File: config.mk
export PLATFORM = sky130hd
export DESIGN_NAME = mc_ctrl_flat
export DESIGN_NICKNAME = d
export VERILOG_FILES = /design/src/rtl/mc_pkg.sv /design/src/rtl/mc_ctrl_if.sv /design/src/rtl/mc_alu_dec.sv /design/src/rtl/mc_ctrl.sv /design/src/flat_wrapper.sv
export SDC_FILE = /design/constraint.sdc
export NUM_CORES = 1
export LEC_CHECK = 0
export ABC_AREA = 1
export CORE_UTILIZATION = 45
export DETAILED_ROUTE_END_ITERATION = 16
export PLACE_DENSITY = 0.76
export SLEW_MARGIN = 20
export SYNTH_ARGS = -nofsm -noshare
export SYNTH_HDL_FRONTEND = slang
export SYNTH_SLANG_ARGS = --single-unit
File: constraint.sdc
create_clock -name clk -period 2.2 [get_ports clk]
set_input_delay 0.55 -clock clk [delete_from_list [all_inputs] [get_ports clk]]
set_output_delay 0.55 -clock clk [all_outputs]
set_load 0.1 [all_outputs]
File: src/rtl/mc_pkg.sv
// mc_pkg: shared definitions for the SCPU multicycle controller.
// Holds the FSM state encoding, MIPS opcode/funct field values, the ALU
// function codes driven on alu_op, and the select values for every datapath
// mux the controller steers.
package mc_pkg;

    typedef enum logic [3:0] {
        FETCH, DECODE, MEMADR, MEMRD, MEMWR, LOADWB,
        RTYPE, RWB, BRANCH, ITYPE, IWB, JUMP
    } state_t;

    // Opcodes (IR[31:26])
    localparam logic [5:0] OP_RTYPE = 6'h00;
    localparam logic [5:0] OP_J     = 6'h02;
    localparam logic [5:0] OP_JAL   = 6'h03;
    localparam logic [5:0] OP_BEQ   = 6'h04;
    localparam logic [5:0] OP_BNE   = 6'h05;
    localparam logic [5:0] OP_ADDI  = 6'h08;
    localparam logic [5:0] OP_ANDI  = 6'h0C;
    localparam logic [5:0] OP_ORI   = 6'h0D;
    localparam logic [5:0] OP_LUI   = 6'h0F;
    localparam logic [5:0] OP_LB    = 6'h20;
    localparam logic [5:0] OP_LW    = 6'h23;
    localparam logic [5:0] OP_LBU   = 6'h24;
    localparam logic [5:0] OP_SW    = 6'h2B;

    // R-type funct codes (IR[5:0])
    localparam logic [5:0] FN_JR  = 6'h08;
    localparam logic [5:0] FN_ADD = 6'h20;
    localparam logic [5:0] FN_SUB = 6'h22;
    localparam logic [5:0] FN_AND = 6'h24;
    localparam logic [5:0] FN_OR  = 6'h25;
    localparam logic [5:0] FN_SLT = 6'h2A;

    // ALU function codes
    localparam logic [3:0] ALU_AND = 4'h0;
    localparam logic [3:0] ALU_OR  = 4'h1;
    localparam logic [3:0] ALU_ADD = 4'h2;
    localparam logic [3:0] ALU_SUB = 4'h6;
    localparam logic [3:0] ALU_SLT = 4'h7;
    localparam logic [3:0] ALU_LUI = 4'h8;

    // Mux selects
    localparam logic [1:0] PC_SRC_ALU    = 2'd0;
    localparam logic [1:0] PC_SRC_ALUOUT = 2'd1;
    localparam logic [1:0] PC_SRC_JUMP   = 2'd2;
    localparam logic [1:0] PC_SRC_RS     = 2'd3;

    localparam logic [1:0] REG_DST_RT  = 2'd0;
    localparam logic [1:0] REG_DST_RD  = 2'd1;
    localparam logic [1:0] REG_DST_R31 = 2'd2;

    localparam logic [1:0] WD_ALUOUT   = 2'd0;
    localparam logic [1:0] WD_MDR_WORD = 2'd1;
    localparam logic [1:0] WD_MDR_BYTE = 2'd2;
    localparam logic [1:0] WD_PC       = 2'd3;

    localparam logic       SRC_A_PC  = 1'b0;
    localparam logic       SRC_A_REG = 1'b1;

    localparam logic [1:0] SRC_B_REG     = 2'd0;
    localparam logic [1:0] SRC_B_FOUR    = 2'd1;
    localparam logic [1:0] SRC_B_IMM     = 2'd2;
    localparam logic [1:0] SRC_B_IMM_SH2 = 2'd3;

endpackage

File: src/rtl/mc_ctrl_if.sv
// mc_ctrl_if: bundle between the multicycle controller and the SCPU datapath.
//   Datapath -> controller: op, funct (IR fields), zero (ALU flag),
//                           mem_ready (memory completion strobe).
//   Controller -> datapath: memory request/write, mux selects, enables,
//                           alu_op, ext_op, and the illegal/mem_err pulses.
// master = controller side, slave = datapath side.
interface mc_ctrl_if;
    logic [5:0] op;
    logic [5:0] funct;
    logic       zero;
    logic       mem_ready;
    logic       mem_req;
    logic       mem_we;
    logic       iord;
    logic       ir_we;
    logic       pc_en;
    logic [1:0] pc_src;
    logic       reg_we;
    logic [1:0] reg_dst;
    logic [1:0] wd_sel;
    logic       alu_src_a;
    logic [1:0] alu_src_b;
    logic [3:0] alu_op;
    logic       ext_op;
    logic       illegal;
    logic       mem_err;

    modport master (
        input  op, funct, zero, mem_ready,
        output mem_req, mem_we, iord, ir_we, pc_en, pc_src, reg_we, reg_dst,
               wd_sel, alu_src_a, alu_src_b, alu_op, ext_op, illegal, mem_err
    );

    modport slave (
        output op, funct, zero, mem_ready,
        input  mem_req, mem_we, iord, ir_we, pc_en, pc_src, reg_we, reg_dst,
               wd_sel, alu_src_a, alu_src_b, alu_op, ext_op, illegal, mem_err
    );
endinterface

File: src/rtl/mc_alu_dec.sv
// mc_alu_dec: combinational instruction decode for the execute step.
//   op, funct     in  IR opcode / funct fields
//   alu_op        out ALU function for the RTYPE / ITYPE execute cycle
//   ext_op        out 1=sign-extend, 0=zero-extend (Imm16 for I-type, byte for lb/lbu)
//   illegal_funct out R-type with an unsupported funct
module mc_alu_dec
    import mc_pkg::*;
(
    input  logic [5:0] op,
    input  logic [5:0] funct,
    output logic [3:0] alu_op,
    output logic       ext_op,
    output logic       illegal_funct
);

    always_comb begin
        alu_op        = ALU_ADD;
        ext_op        = 1'b1;
        illegal_funct = 1'b0;
        if (op == OP_RTYPE) begin
            case (funct)
                FN_ADD:  alu_op = ALU_ADD;
                FN_SUB:  alu_op = ALU_SUB;
                FN_AND:  alu_op = ALU_AND;
                FN_OR:   alu_op = ALU_OR;
                FN_SLT:  alu_op = ALU_SLT;
                FN_JR:   alu_op = ALU_ADD;
                default: illegal_funct = 1'b1;
            endcase
        end else begin
            // Logical immediates and lui take a zero-extended Imm16; lbu
            // shares the same select to zero-extend the loaded byte.
            case (op)
                OP_ANDI: begin alu_op = ALU_AND; ext_op = 1'b0; end
                OP_ORI:  begin alu_op = ALU_OR;  ext_op = 1'b0; end
                OP_LUI:  begin alu_op = ALU_LUI; ext_op = 1'b0; end
                OP_LBU:  ext_op = 1'b0;
                default: ;
            endcase
        end
    end

endmodule

File: src/rtl/mc_ctrl.sv
// mc_ctrl: multicycle control FSM for the SCPU datapath.
//   clk   in  rising-edge clock
//   rstn  in  asynchronous active-low reset
//   bus   mc_ctrl_if.master: IR fields, zero flag, memory handshake and all
//         datapath mux/enable controls.
// Outputs are decoded from the current state plus op/funct; the handshake
// completions (FETCH ir_we/pc_en) also follow mem_ready in the same cycle so
// that a zero-wait memory finishes an access in one cycle.
module mc_ctrl
    import mc_pkg::*;
#(
    parameter int FETCH_TIMEOUT = 255
) (
    input  logic      clk,
    input  logic      rstn,
    mc_ctrl_if.master bus
);

    // FETCH_TIMEOUT=0 turns the timeout off; otherwise mem_err fires on the
    // FETCH_TIMEOUT-th consecutive waiting cycle.
    localparam logic       TMO_EN   = (FETCH_TIMEOUT != 0);
    localparam logic [7:0] TMO_LAST = 8'(FETCH_TIMEOUT - 1);

    state_t     state_q, state_d;
    logic [7:0] tmo_q, tmo_d;
    logic       mem_wait;
    logic [3:0] dec_alu_op;
    logic       dec_ext_op;
    logic       dec_illegal_funct;

    mc_alu_dec u_alu_dec (
        .op            (bus.op),
        .funct         (bus.funct),
        .alu_op        (dec_alu_op),
        .ext_op        (dec_ext_op),
        .illegal_funct (dec_illegal_funct)
    );

    always_ff @(posedge clk or negedge rstn) begin
        if (!rstn) begin
            state_q <= FETCH;
            tmo_q   <= '0;
        end else begin
            state_q <= state_d;
            tmo_q   <= tmo_d;
        end
    end

    // Outputs are held at 0 while rstn is low so a reset in the middle of an
    // access drops mem_req immediately rather than at the next edge.
    always_comb begin
        state_d       = state_q;
        tmo_d         = '0;
        mem_wait      = 1'b0;
        bus.mem_req   = 1'b0;
        bus.mem_we    = 1'b0;
        bus.iord      = 1'b0;
        bus.ir_we     = 1'b0;
        bus.pc_en     = 1'b0;
        bus.pc_src    = PC_SRC_ALU;
        bus.reg_we    = 1'b0;
        bus.reg_dst   = REG_DST_RT;
        bus.wd_sel    = WD_ALUOUT;
        bus.alu_src_a = SRC_A_PC;
        bus.alu_src_b = SRC_B_REG;
        bus.alu_op    = 4'h0;
        bus.ext_op    = 1'b0;
        bus.illegal   = 1'b0;
        bus.mem_err   = 1'b0;

        if (rstn) begin
            case (state_q)
                FETCH: begin
                    bus.mem_req   = 1'b1;
                    bus.alu_src_b = SRC_B_FOUR;
                    bus.alu_op    = ALU_ADD;
                    if (bus.mem_ready) begin
                        bus.ir_we = 1'b1;
                        bus.pc_en = 1'b1;
                        state_d   = DECODE;
                    end else begin
                        mem_wait = 1'b1;
                    end
                end
                DECODE: begin
                    // Speculatively form the branch target in ALUOut.
                    bus.alu_src_b = SRC_B_IMM_SH2;
                    bus.alu_op    = ALU_ADD;
                    bus.ext_op    = 1'b1;
                    case (bus.op)
                        OP_LW, OP_SW, OP_LB, OP_LBU:      state_d = MEMADR;
                        OP_RTYPE:                         state_d = RTYPE;
                        OP_BEQ, OP_BNE:                   state_d = BRANCH;
                        OP_ADDI, OP_ANDI, OP_ORI, OP_LUI: state_d = ITYPE;
                        OP_J, OP_JAL:                     state_d = JUMP;
                        default: begin
                            bus.illegal = 1'b1;
                            state_d     = FETCH;
                        end
                    endcase
                end
                MEMADR: begin
                    bus.alu_src_a = SRC_A_REG;
                    bus.alu_src_b = SRC_B_IMM;
                    bus.alu_op    = ALU_ADD;
                    bus.ext_op    = 1'b1;
                    state_d       = (bus.op == OP_SW) ? MEMWR : MEMRD;
                end
                MEMRD: begin
                    bus.mem_req = 1'b1;
                    bus.iord    = 1'b1;
                    if (bus.mem_ready) state_d = LOADWB;
                    else               mem_wait = 1'b1;
                end
                MEMWR: begin
                    bus.mem_req = 1'b1;
                    bus.mem_we  = 1'b1;
                    bus.iord    = 1'b1;
                    if (bus.mem_ready) state_d = FETCH;
                    else               mem_wait = 1'b1;
                end
                LOADWB: begin
                    bus.reg_we = 1'b1;
                    bus.wd_sel = (bus.op == OP_LW) ? WD_MDR_WORD : WD_MDR_BYTE;
                    bus.ext_op = dec_ext_op;
                    state_d    = FETCH;
                end
                RTYPE: begin
                    state_d = FETCH;
                    if (bus.funct == FN_JR) begin
                        bus.pc_en  = 1'b1;
                        bus.pc_src = PC_SRC_RS;
                    end else if (dec_illegal_funct) begin
                        bus.illegal = 1'b1;
                    end else begin
                        bus.alu_src_a = SRC_A_REG;
                        bus.alu_src_b = SRC_B_REG;
                        bus.alu_op    = dec_alu_op;
                        state_d       = RWB;
                    end
                end
                RWB: begin
                    bus.reg_we  = 1'b1;
                    bus.reg_dst = REG_DST_RD;
                    state_d     = FETCH;
                end
                BRANCH: begin
                    bus.alu_src_a = SRC_A_REG;
                    bus.alu_op    = ALU_SUB;
                    bus.pc_src    = PC_SRC_ALUOUT;
                    bus.pc_en     = (bus.op == OP_BEQ) ? bus.zero : ~bus.zero;
                    state_d       = FETCH;
                end
                ITYPE: begin
                    bus.alu_src_a = SRC_A_REG;
                    bus.alu_src_b = SRC_B_IMM;
                    bus.alu_op    = dec_alu_op;
                    bus.ext_op    = dec_ext_op;
                    state_d       = IWB;
                end
                IWB: begin
                    bus.reg_we = 1'b1;
                    state_d    = FETCH;
                end
                JUMP: begin
                    bus.pc_en  = 1'b1;
                    bus.pc_src = PC_SRC_JUMP;
                    if (bus.op == OP_JAL) begin
                        bus.reg_we  = 1'b1;
                        bus.reg_dst = REG_DST_R31;
                        bus.wd_sel  = WD_PC;
                    end
                    state_d = FETCH;
                end
                default: state_d = FETCH;
            endcase

            // Waiting cycles are counted; on expiry the request stays up and
            // the count restarts so mem_err repeats every FETCH_TIMEOUT cycles.
            if (mem_wait) begin
                if (TMO_EN && (tmo_q == TMO_LAST)) begin
                    bus.mem_err = 1'b1;
                    tmo_d       = '0;
                end else begin
                    tmo_d = tmo_q + 8'd1;
                end
            end
        end
    end

endmodule

File: src/flat_wrapper.sv
// flat-port wrapper written by rule: the top's interface ports become plain ports
module mc_ctrl_flat import mc_pkg::*;
#(
    parameter int FETCH_TIMEOUT = 255
)
  (clk, rstn, bus_op, bus_funct, bus_zero, bus_mem_ready, bus_mem_req, bus_mem_we, bus_iord, bus_ir_we, bus_pc_en, bus_pc_src, bus_reg_we, bus_reg_dst, bus_wd_sel, bus_alu_src_a, bus_alu_src_b, bus_alu_op, bus_ext_op, bus_illegal, bus_mem_err);
  mc_ctrl_if bus_i ();
  input  logic clk;
  input  logic rstn;
  input wire logic [$bits(bus_i.op)-1:0] bus_op;
  input wire logic [$bits(bus_i.funct)-1:0] bus_funct;
  input wire logic [$bits(bus_i.zero)-1:0] bus_zero;
  input wire logic [$bits(bus_i.mem_ready)-1:0] bus_mem_ready;
  output wire logic [$bits(bus_i.mem_req)-1:0] bus_mem_req;
  output wire logic [$bits(bus_i.mem_we)-1:0] bus_mem_we;
  output wire logic [$bits(bus_i.iord)-1:0] bus_iord;
  output wire logic [$bits(bus_i.ir_we)-1:0] bus_ir_we;
  output wire logic [$bits(bus_i.pc_en)-1:0] bus_pc_en;
  output wire logic [$bits(bus_i.pc_src)-1:0] bus_pc_src;
  output wire logic [$bits(bus_i.reg_we)-1:0] bus_reg_we;
  output wire logic [$bits(bus_i.reg_dst)-1:0] bus_reg_dst;
  output wire logic [$bits(bus_i.wd_sel)-1:0] bus_wd_sel;
  output wire logic [$bits(bus_i.alu_src_a)-1:0] bus_alu_src_a;
  output wire logic [$bits(bus_i.alu_src_b)-1:0] bus_alu_src_b;
  output wire logic [$bits(bus_i.alu_op)-1:0] bus_alu_op;
  output wire logic [$bits(bus_i.ext_op)-1:0] bus_ext_op;
  output wire logic [$bits(bus_i.illegal)-1:0] bus_illegal;
  output wire logic [$bits(bus_i.mem_err)-1:0] bus_mem_err;
  assign bus_i.op = bus_op;
  assign bus_i.funct = bus_funct;
  assign bus_i.zero = bus_zero;
  assign bus_i.mem_ready = bus_mem_ready;
  assign bus_mem_req = bus_i.mem_req;
  assign bus_mem_we = bus_i.mem_we;
  assign bus_iord = bus_i.iord;
  assign bus_ir_we = bus_i.ir_we;
  assign bus_pc_en = bus_i.pc_en;
  assign bus_pc_src = bus_i.pc_src;
  assign bus_reg_we = bus_i.reg_we;
  assign bus_reg_dst = bus_i.reg_dst;
  assign bus_wd_sel = bus_i.wd_sel;
  assign bus_alu_src_a = bus_i.alu_src_a;
  assign bus_alu_src_b = bus_i.alu_src_b;
  assign bus_alu_op = bus_i.alu_op;
  assign bus_ext_op = bus_i.ext_op;
  assign bus_illegal = bus_i.illegal;
  assign bus_mem_err = bus_i.mem_err;
  mc_ctrl #(.FETCH_TIMEOUT(FETCH_TIMEOUT)) u_core (.clk(clk), .rstn(rstn), .bus(bus_i));
endmodule
==> results of run 1 <==
logic make-up after synthesis:
| kind of cell | after synthesis | synth area share (%) |
|---|---|---|
| fa+ha+maj | 2 | 1.84 |
| buf+inv | 37 | 11.3 |
| xor+xnor | 3 | 1.93 |
| compound gates | 30 | 13.4 |
| simple gates | 141 | 49.5 |
| flops | 12 | 22.0 |
through the flow:
step / hold WS, ns / util (%) / worst slack, ns
after floorplan: 0.254 / - / -0.276
after global placement: 0.473 / 87.1 / -0.434
after detailed placement: 0.508 / 87.1 / -0.544
==> reports/metrics.sh, run 1 <==
RESULT_OF_THE_RUN='aborted with a tool error'
LAST-STAGE-REACHED='4_1_cts'
ERROR_MESSAGE='[ERROR DPL-0038] Utilization greater than 100%, impossible to legalize'
PIN_COUNT=38
CLOCK-ROOT-BUFFER='sky130_fd_sc_hd__clkbuf_4'
SYNTH_ASYNC_SR_FLOP_SHARE_PCT=100
CTS.REPAIR_TIMING.SETUP_BUFFER_COUNT=21
CTS_HOLD_BUFFERS=0
SYNTH_TOP_AREA_SHARE_PCT=22.0
SYNTHTOPCELLSBYAREA='sky130_fd_sc_hd__dfrtp_1 (22%), sky130_fd_sc_hd__nand2_1 (12%), sky130_fd_sc_hd__nor2_1 (11%)'
SYNTH_LARGEST_AREA_CELL='sky130_fd_sc_hd__dfrtp_1'
SYNTH_SEQ_CELLS=12
COUNT_OF_UNIQUE_LIBRARY_CELLS_INSTANTIATED_BY_YOSYS=32
CTS_REPAIR_RESIZE_COUNT=99
DIE_WIDTH_UM=57.0
YS_WARN_COUNT=0
SYNTH.TOP_CELLS.BY_COUNT='sky130_fd_sc_hd__nand2_1 (45), sky130_fd_sc_hd__nor2_1 (41), sky130_fd_sc_hd__inv_1 (28)'
SYN_AREA_MM2=0.00136
YS.FLOP_TYPE='sky130_fd_sc_hd__dfrtp_1'
HTREEDEPTH=1
DP_HPWL_MM=3.92
PLACE_CONGESTION=0.961
FLOORPLAN.INITIALDENSITY_PCT=48.6
DPL-INSTANCE-AREA_MM2=0.00244
SYNTHCELLS=225
MOST_FREQUENT_CELL_AFTER_SYNTHESIS='sky130_fd_sc_hd__nand2_1'
PLACED_CELLS_INCL_TAPS=326
CLOCKBUFFERDEPTH=2
CLOCK_SINK_COUNT=12
SYN_AREA_PER_CELL_UM2=6.06
PORTBUFFERS=37
MAPPEDNETLISTNETS=243
SYNTH_EDF_COUNT=0
DIE_H_UM=57.0
CTS_BUFFERS=3
NUM_ROWS=19
YOSYSSEQAREASHARE_PCT=22.0
==> run 2, diff against run 1 <==
Settings changed: CORE_UTILIZATION 45 to 30, PLACE_DENSITY 0.76 to default, PLACE_DENSITY_LB_ADDON from default to 0.15.
==> reports/metrics.sh, run 2 <==
RESULT_OF_THE_RUN='finished, violations left'
FAILING_CHECKS='setup timing'
NUM-FILL-CELLS=351
R2R_END='u_core.state_q[1]'
GRT_MAX_DEGREE=15
VIAS_PER_CELL=4.84
REGTOREGSETUPSLACK_NS=0.57
WORST-ENDPOINT-REQUIRED_NS=1.65
CRITICAL_PATH_PEAK_FANOUT=4
YS_WARN_COUNT=0
SETUP_TNS_NS=-1.21
SLEW_HEADROOM_PCT=79.2
REMAINING_DRC_ERRORS=0
SYN_AREA_PER_CELL_UM2=6.06
SYNTH_EDF_COUNT=0
CLOCK-ROOT-BUFFER='sky130_fd_sc_hd__clkbuf_8'
P_LEAK_nW=1.27
CTS_HOLD_BUFFERS=0
SYN_AREA_MM2=0.00136
CLOCKBUFFERDEPTH=2
YS.FLOP_TYPE='sky130_fd_sc_hd__dfrtp_1'
MAX_SLEW.WORST_PIN.SLEW_NS=0.311
WL_PER_CELL_UM=12.5
TIMING.CRITICAL_PATH.ARRIVAL_NS=1.80
WHS_PATH_DEPTH=1
GRT_UTIL_ALL_LAYERS_PCT=18.3
CLK-INSERTION-DELAY-LATE_NS=0.24
HOLDWS_NS=0.483
GR-TOTAL-OVERFLOW=0
CORE_MM2=0.00435
PIN_COUNT=38
DIE_H_UM=69.4
LARGEST_REGISTER_FFS=8
COUNT_OF_UNIQUE_LIBRARY_CELLS_INSTANTIATED_BY_YOSYS=32
FINALWIRELENGTH_MM=4.63
BIGGEST_REGS='u_core.tmo_q x8, u_core.state_q x4'
DIEAREA_MM2=0.00482
WORST-SETUP-PATH-TYPE='flip-flop to output pin'
SYNTH_ASYNC_SR_FLOP_SHARE_PCT=100
MIN_PERIOD_NS=2.35
TOTAL_COUNT_OF_MAX_TRANSITION_VIOLATIONS_IN_THE_FINAL_REPORT=0
CTS_BUFFERS=3
CRITPATHCAPTURETYPE='output pin'
SYNTHCELLS=225
MAX_CAP_VIOL_COUNT=0
FINALCRITPERIODSHARE_PCT=107
TERMINATING_PIN_OF_THE_WORST_HOLD_PATH='u_core.tmo_q[0]'
SHARE_OF_FINAL_LAYOUT_STANDARD_CELLS_STRONGER_THAN_DRIVE_STRENGTH_1_PCT=61.4
SEQPWRFRAC_PCT=12.5
MET3_WIRELENGTH_UM=167
HTREEDEPTH=1
WORSTSETUPSTARTPOINTTYPE='flip-flop'
MOSTFREQUENTLAYOUTCELLS='sky130_fd_sc_hd__buf_4 (48), sky130_fd_sc_hd__nand2_1 (31), sky130_fd_sc_hd__buf_12 (23)'
CELLINTERNALPOWER_W=0.00120
CTS_TREE='done'
SYNTH.TOP_CELLS.BY_COUNT='sky130_fd_sc_hd__nand2_1 (45), sky130_fd_sc_hd__nor2_1 (41), sky130_fd_sc_hd__inv_1 (28)'
MOSTFREQUENTLAYOUTCELL='sky130_fd_sc_hd__buf_4'
MET1_LENGTH_MM=1.92
NUM-NETS-FINAL=338
SYNTH_LARGEST_AREA_CELL='sky130_fd_sc_hd__dfrtp_1'
ANTENNA_FOUND_INITIAL=0
DR.FIRST_ITER.DRC_COUNT=74
WORST_SETUP_MARGIN_NS=-0.155
SWITCHING_POWER_W=0.00144
HOLD_CLASS='flip-flop to flip-flop'
REPORT.FINAL.HOLD_VIOL_COUNT=0
VDD_IR_DROP_MAX_mV=1.17
SYNTHTOPCELLSBYAREA='sky130_fd_sc_hd__dfrtp_1 (22%), sky130_fd_sc_hd__nand2_1 (12%), sky130_fd_sc_hd__nor2_1 (11%)'
DIE_WIDTH_UM=69.4
POWER-PER-CELL-AREA_mW_PER_MM2=909
YOSYSSEQAREASHARE_PCT=22.0
MAPPEDNETLISTNETS=243
SYNTH_SEQ_CELLS=12
ANTENNA_LEFT=0
SKEW_NS=0.000389
FLOORPLAN.INITIALDENSITY_PCT=31.3
MOST_FREQUENT_CELL_AFTER_SYNTHESIS='sky130_fd_sc_hd__nand2_1'
DRT_FIRST_PASS_ITERS=4
SETUP_VIOL=12
WORST_R2R_STARTPOINT='u_core.state_q[0]'
MAXUSEDROUTINGLAYER='met4'
GRT_SETUP_UNREPAIRED='yes'
FIRST_GLOBAL_VIAS=1692
DP_HPWL_MM=3.31
SWITCHING_SHARE_PCT=54.7
CLOCK_SINK_COUNT=12
ROUTED-VIA-COUNT=1795
CLOCK.FMAX_MHz=425
REGISTERS.TOP_BY_FF_COUNT='u_core.tmo_q'
PORTBUFFERS=37
PLACE_CONGESTION=0.892
PWR-SHARE-CLK_PCT=9.2
SYNTH_TOP_AREA_SHARE_PCT=22.0
SYNTHTOLAYOUTAREAGROWTH_PCT=113
NUM_ROWS=24
ROUTE.MET2.WL_MM=2.49
HOLD_PATH_STARTPOINT='u_core.tmo_q[0]'
CLK_TRANSITION_REPORTED_PATHS_NS=0.05
POWER_FRAC_COMB_PCT=78.3
GRT_PASS1_WL_MM=7.25
FINALPOWER_W=0.00264
R2R.WORST_PATH.CELLS=10
ANTENNA_CELLS_INSERTED=0
## run 2: cell counts after synthesis
No cell type changed its count.
## run 2: routing by layer
metal  track usage, %  vias up
met1             22.0      828
li1                 -      922
met2             33.7       41
met3             1.31        4
met4             6.80        0
met5                0        -
## run 2: critical path, stage by stage (launching register included)
cell and delay, ns:
sky130_fd_sc_hd__dfrtp_2 0.44, sky130_fd_sc_hd__inv_4 0.07, sky130_fd_sc_hd__nor2_4 0.10, sky130_fd_sc_hd__inv_2 0.09, sky130_fd_sc_hd__nor2_4 0.16, sky130_fd_sc_hd__nor2_2 0.06
sky130_fd_sc_hd__a21oi_4 0.16, sky130_fd_sc_hd__nand3b_1 0.13, sky130_fd_sc_hd__a21oi_4 0.16, sky130_fd_sc_hd__buf_12 0.19
## run 2: how the worst max path moves through the flow
stage / start / endpoint / slack, ns / cells past startpoint
after floorplan: rstn / bus_alu_src_b[1] / -0.28 / 3
after global placement: bus_op[4] / bus_alu_op[0] / -0.52 / 8
after detailed placement: bus_op[4] / bus_alu_op[0] / -0.51 / 8
after CTS: u_core.state_q[0] / bus_alu_op[3] / -0.16 / 8
after global routing: u_core.state_q[0] / bus_alu_op[3] / -0.22 / 9
final: u_core.state_q[3] / bus_alu_op[3] / -0.15 / 9
## run 2: timing repair
action                     in CTS  in global routing
setup buffers                  16                 11
setup endpoints to repair      22                 17
gates resized for setup        82                 37
pin swaps                      30                 26
## run 2: power by group through the flow
stage                     registers [W]  logic, W  clock network, W
after CTS                      0.000314   0.00189          0.000247
after detailed placement       0.000324   0.00177                 0
after floorplan                0.000306   0.00120                 0
final                          0.000331   0.00207          0.000242
after global routing           0.000339   0.00216          0.000257
after global placement         0.000322   0.00177                 0
## run 2: per-stage QoR
stage	cells	area, um2	worst slack, ns	utilization, %
floorplan	225	1560	-0.276	-
global placement	342	2430	-0.520	55.8
CTS	362	2710	-0.160	62.2
finish	371	2910	-0.155	66.8
global route	371	2910	-0.224	66.8
detailed placement	342	2430	-0.510	55.8
## run 2: area by class of cell
type	instances	area, um2	area share [%]
timing repair buffer	93	1040	35.7
inverter	34	140	4.82
multi-input combinational	176	1300	44.8
clock buffer	4	55.1	1.89
sequential	12	305	10.5
tap	52	65.1	2.24
## run 2: cells by family (layout without fill, tap and decap cells)
group	Yosys count	after routing	synth area share, %
flip-flops	12	12	22.0
AO/OA/AOI/OAI	30	30	13.4
XOR/XNOR	3	3	1.93
AND/OR/NAND/NOR	141	141	49.5
adder cells (fa/ha/maj)	2	2	1.84
buffers and inverters	37	131	11.3
No activity file was read; power rests on OpenSTA's default activity.
